**src/rtl/cpu_pkg.sv**
```systemverilog
// Shared CPU pipeline types and widths: instruction/PC widths, NOP encoding and
// the next-PC source enumeration used by the fetch stage.
package cpu_pkg;
  localparam int PC_W    = 30;
  localparam int INSTR_W = 32;
  localparam int JIDX_W  = 26;
  localparam int IMM_W   = 16;

  localparam logic [INSTR_W-1:0] NOP_INSTR = 32'h0000_0000;

  typedef enum logic [2:0] {
    SEQ  = 3'd0,
    HOLD = 3'd1,
    BR   = 3'd2,
    JMP  = 3'd3,
    JR   = 3'd4
  } pc_src_t;
endpackage

```
**src/rtl/next_pc_sel.sv**
```systemverilog
// Combinational next-PC selection: branch/jump/jr target generation, priority
// decode of the PC source and the final next-PC mux.
module next_pc_sel
  import cpu_pkg::*;
(
  input  logic [PC_W-1:0]    pc,
  input  logic [PC_W-1:0]    iu_b,
  input  logic [3:0]         iu_j,
  input  logic               stall,
  input  logic               br_taken,
  input  logic [PC_W-1:0]    br_base,
  input  logic [IMM_W-1:0]   br_off,
  input  logic               jmp,
  input  logic [JIDX_W-1:0]  jmp_idx,
  input  logic               jr,
  input  logic [PC_W-1:0]    jr_word,
  output logic [PC_W-1:0]    next_pc,
  output pc_src_t            pc_src,
  output logic               redirect
);
  logic signed [PC_W-1:0] br_off_ext;
  logic [PC_W-1:0]        br_tgt;
  logic [PC_W-1:0]        jmp_tgt;

  assign br_off_ext = {{(PC_W-IMM_W){br_off[IMM_W-1]}}, br_off};
  assign br_tgt     = br_base + PC_W'(br_off_ext);
  assign jmp_tgt    = {iu_j, jmp_idx};

  // A resolved branch outranks a decode-stage stall: the stalled instruction is on the wrong path.
  always_comb begin
    pc_src = SEQ;
    if (br_taken)      pc_src = BR;
    else if (stall)    pc_src = HOLD;
    else if (jr)       pc_src = JR;
    else if (jmp)      pc_src = JMP;
  end

  always_comb begin
    next_pc = iu_b;
    case (pc_src)
      BR:      next_pc = br_tgt;
      JR:      next_pc = jr_word;
      JMP:     next_pc = jmp_tgt;
      HOLD:    next_pc = pc;
      default: next_pc = iu_b;
    endcase
  end

  assign redirect = (pc_src == BR) || (pc_src == JR) || (pc_src == JMP);
endmodule

```
**src/rtl/if_stage.sv**
```systemverilog
// Instruction-fetch stage: owns the PC register and the IF/ID pipeline register,
// with stall hold and squash on redirects or external flush.
module if_stage
  import cpu_pkg::*;
#(
  parameter logic [PC_W-1:0] RESET_PC = 30'h0000_0000
) (
  input  logic                clk,
  input  logic                rst,
  output logic [PC_W-1:0]     pc,
  input  logic [PC_W-1:0]     iu_b,
  input  logic [3:0]          iu_j,
  input  logic [INSTR_W-1:0]  iu_instr,
  input  logic                stall,
  input  logic                flush,
  input  logic                br_taken,
  input  logic [PC_W-1:0]     br_base,
  input  logic [IMM_W-1:0]    br_off,
  input  logic                jmp,
  input  logic [JIDX_W-1:0]   jmp_idx,
  input  logic                jr,
  input  logic [31:0]         jr_tgt,
  output logic [INSTR_W-1:0]  ifid_instr,
  output logic [PC_W-1:0]     ifid_pc1,
  output logic                ifid_valid,
  output logic                redirect
);
  logic [PC_W-1:0] next_pc;
  pc_src_t         pc_src;
  logic            unused_jr_byte;

  // JR targets are byte addresses; the low two bits carry no word information.
  assign unused_jr_byte = ^jr_tgt[1:0];

  next_pc_sel u_next_pc_sel (
    .pc       (pc),
    .iu_b     (iu_b),
    .iu_j     (iu_j),
    .stall    (stall),
    .br_taken (br_taken),
    .br_base  (br_base),
    .br_off   (br_off),
    .jmp      (jmp),
    .jmp_idx  (jmp_idx),
    .jr       (jr),
    .jr_word  (jr_tgt[31:2]),
    .next_pc  (next_pc),
    .pc_src   (pc_src),
    .redirect (redirect)
  );

  always_ff @(posedge clk or posedge rst) begin
    if (rst) pc <= RESET_PC;
    else     pc <= next_pc;
  end

  // IF/ID: flush kills regardless of stall; jumps kill the wrong-path fetch behind them.
  always_ff @(posedge clk or posedge rst) begin
    if (rst) begin
      ifid_instr <= NOP_INSTR;
      ifid_pc1   <= '0;
      ifid_valid <= 1'b0;
    end else if (flush || pc_src == BR || pc_src == JR || pc_src == JMP) begin
      ifid_instr <= NOP_INSTR;
      ifid_pc1   <= '0;
      ifid_valid <= 1'b0;
    end else if (pc_src == SEQ) begin
      ifid_instr <= iu_instr;
      ifid_pc1   <= iu_b;
      ifid_valid <= 1'b1;
    end
  end
endmodule

```
**config.mk**
```make
export PLATFORM = sky130hd
export DESIGN_NAME = if_stage
export DESIGN_NICKNAME = d
export VERILOG_FILES = /design/src/rtl/cpu_pkg.sv /design/src/rtl/next_pc_sel.sv /design/src/rtl/if_stage.sv
export SDC_FILE = /design/constraint.sdc
export NUM_CORES = 1
export LEC_CHECK = 0
export ABC_AREA = 1
export CAP_MARGIN = 20
export CORE_UTILIZATION = 40
export CTS_BUF_LIST = sky130_fd_sc_hd__clkbuf_8
export DETAILED_ROUTE_END_ITERATION = 7
export PLACE_DENSITY = 0.77
export SLEW_MARGIN = 10
export SYNTH_ARGS = -nofsm -noshare
export SYNTH_HDL_FRONTEND = slang
export SYNTH_SLANG_ARGS = --single-unit
```
**constraint.sdc**
```tcl
create_clock -name clk -period 8.3 [get_ports clk]
set_input_delay 0.83 -clock clk [delete_from_list [all_inputs] [get_ports clk]]
set_output_delay 0.83 -clock clk [all_outputs]
set_load 0.01 [all_outputs]
```
==> run_results.csv <==
group,metric,value,unit
floorplan,die_height,130,µm
worst_setup_path,arrival,4.21,ns
routing,drc,0,
power,powerDensity,135,nW/µm²
worst_setup_path,cp-start-kind,"primary input",
floorplan,num_rows,46,
routing,final_antenna_net_count,0,
power,vdd_drop_max,98.3,µV
power,power.leakage,4.66,nW
clock_network,root_buffer,"clkbuf_8",
synthesis,synth_compound_area_share,14.9,%
placement,io_buffers,268,
power,clkPwrFrac,26.0,%
sta,hold_viol,0,
synthesis,yosys_warnings,0,
sta,layout_setup_ws,4.31,ns
power,switchingPower,0.427,mW
layout,final_common_cell,"nand2_1",
synthesis,yosysSeqAreaShare,35.5,%
power,switching_share,32.8,%
routing,viasPerCell,4.97,
grt,grt_overflow_total,0,
sta,fin_tns_setup,0,ns
sta,worst_pin_slew,1.06,ns
clock_network,ctsHoldBuffers,0,
clock_network,cts_setup_buffers,0,
worst_setup_path,cp-end-kind,"register",
grt,antenna_found_initial,0,
placement,gp_congestion,0.954,
synthesis,synthesis.area,6560,µm²
clock_network,cts_max_path_buffers,2,
synthesis,synthAdderAreaFrac,5.84,%
routing,totalWireLength,22800,µm
clock_network,cts_tree,"built",
layout,layout.nets,1456,
layout,diodes,0,
synthesis,synthMuxAreaShare,0,%
flow_run,cap_violations,0,
routing,wl_per_cell,15.5,µm
sta,relSlewSlack,29.3,%
synthesis,yosys.area_share.simple,30.1,%
clock_network,clk_latency,0.37,ns
layout,layout_common_cells,"304 x nand2_1, 268 x clkdlybuf4s50_1, 190 x inv_1",
power,p_comb_share,34.8,%
worst_setup_path,required,8.52,ns
synthesis,syn_avg_cell_area,6.56,µm²
layout,drive_gt1_share,2.47,%
worst_setup_path,cp_max_fo,116,
synthesis,synth_cells,1000,
synthesis,synth-seq-cells,93,
clock_network,cts_buffers,9,
synthesis,synth_fp_nets,1207,
status,status,"completed",
clock_network,post_cts_resized,0,
worst_setup_path,worstSetupPathType,"in -> reg",
sta,setup_viol,0,
clock_network,h-tree-depth,3,
worst_hold_path,hp-class,"reg -> reg",
sta,fmax,251,MHz
sta,finalMaxSlewViolations,0,
synthesis,synth_xor_area_share,0.134,%
clock_network,cts.reportedPaths.clkPinSlew,0.09,ns
floorplan,boundaryPins,271,
placement,place_worst_setup_slack,3.93,ns
grt,grt_pass1_wl,35100,µm
routing,drt-initial-drc-count,494,
sta,rsz0062_at_grt,"no",
grt,grt_max_degree,117,
floorplan,die_w,130,µm
floorplan,core_area,15900,µm²
clock_network,cts_sinks,93,
sta,finalCriticalPeriod,3.99,ns
routing,num_vias,7299,
floorplan,start_util,41.1,%
power,power,1.30,mW
routing,dr.pass1.iters,5,
power,power_frac_seq,39.2,%
layout,syn2layout_area_growth,46.9,%
synthesis,synth_top_family_by_area,"simple AND/OR/NAND/NOR gates",
grt,grt_pass1_vias,6842,
floorplan,dieArea,16900,µm²
synthesis,ys_types,31,
placement,dp_hpwl,17400,µm
grt,track_usage,27.2,%
sta,clock_skew,0,ns
power,p_int,0.876,mW
sta,fin_crit_sh,48.1,%
## final cells by class
class	count	area [µm²]
clock buffer	9	124
clock inverter	6	87.6
fill	1493	6310
inverter	193	727
multi-input combinational	678	3340
sequential	93	2330
tap	216	270
timing repair buffer	274	2760
## stage by stage
step | instances | hold slack [ns] | util [%] | cell area [µm²]
floorplan | 1000 | 0.515 | - | 6560
global placement | 1452 | 0.462 | 58.8 | 9380
detailed placement | 1452 | 0.464 | 58.8 | 9380
CTS | 1467 | 0.489 | 60.2 | 9590
global route | 1469 | 0.509 | 60.4 | 9630
finish | 1469 | 0.485 | 60.4 | 9630
## cells in the mapped netlist
library cell	n	share of area, %
nor3_1	5	0.38
inv_2	2	0.11
nor2_1	47	2.7
nand4_1	4	0.38
fa_1	1	0.31
or2_2	3	0.29
buf_4	4	0.46
o22ai_1	14	1.3
a21oi_1	40	3.1
ha_1	29	5.5
o32ai_1	2	0.27
a22oi_1	1	0.11
a21o_1	1	0.11
buf_1	6	0.34
o21ai_1	6	0.46
o21bai_1	2	0.23
nand3_4	1	0.27
and2_1	3	0.29
clkbuf_1	18	1.0
nor2_8	1	0.31
dfrtp_1	93	35
nand2_1	304	17
a41oi_1	1	0.13
buf_2	7	0.53
buf_6	1	0.17
o21ai_4	1	0.25
inv_1	191	11
xor2_1	1	0.13
nand3_1	106	8.1
a221oi_1	16	2.1
o21ai_0	89	6.8
## final timing paths
| check | to | startpoint | depth (start not counted) | slack, ns |
|---|---|---|---|---|
| worst max-delay path | ifid_valid | br_taken | 10 | 4.31 |
| worst min-delay path | pc[10] | pc[10] | 2 | 0.49 |
| worst max register to register | pc[8] | pc[8] | 2 | 7.57 |
| worst min register to register | pc[10] | pc[10] | 2 | 0.49 |
| max in group asynchronous | pc[9] | rst | 3 | 6.38 |
| min in group asynchronous | ifid_instr[7] | rst | 2 | 0.87 |
## per-layer routing
metal	vias to the layer above	share of wire [%]	GRT usage, %	wire length, µm
met5	-	0	0	0
met4	0	1.8	7.05	412
met3	31	8.4	6.72	1910
met2	292	47	45.6	10600
met1	3289	43	34.7	9820
li1	3687	-	-	-
## worst max-delay path, cell delays in order
cell and delay, ns:
clkdlybuf4s50_1 0.46, buf_4 0.28, inv_2 0.20, nand3_1 0.19, nand3_4 0.31, nor2_8 0.71
o21ai_4 0.09, buf_4 0.42, nand2_1 0.46, o21ai_0 0.15
## registers in the layout (all words and copies together) (netlist names)
register,cells
pc,30
ifid_valid,1
ifid_instr,32
ifid_pc1,30
## power by group through the flow
| stage | clock network, mW | logic, mW | registers, mW |
|---|---|---|---|
| 3_5_place_dp | 0 | 0.450 | 0.519 |
| 2_1_floorplan | 0 | 0.201 | 0.535 |
| 5_1_grt | 0.365 | 0.500 | 0.516 |
| 4_1_cts | 0.347 | 0.452 | 0.511 |
| 3_3_place_gp | 0 | 0.445 | 0.518 |
| 6_report | 0.338 | 0.453 | 0.511 |
## kinds of logic (layout without fill, tap and decap cells)
logic type,count (synthesis),count (layout)
AO/OA/AOI/OAI,173,173
XOR/XNOR,1,1
adder cells (fa/ha/maj),30,30
buffers and inverters,229,482
flip-flops,93,93
AND/OR/NAND/NOR,474,474
Power figures use the tool's default switching activity.
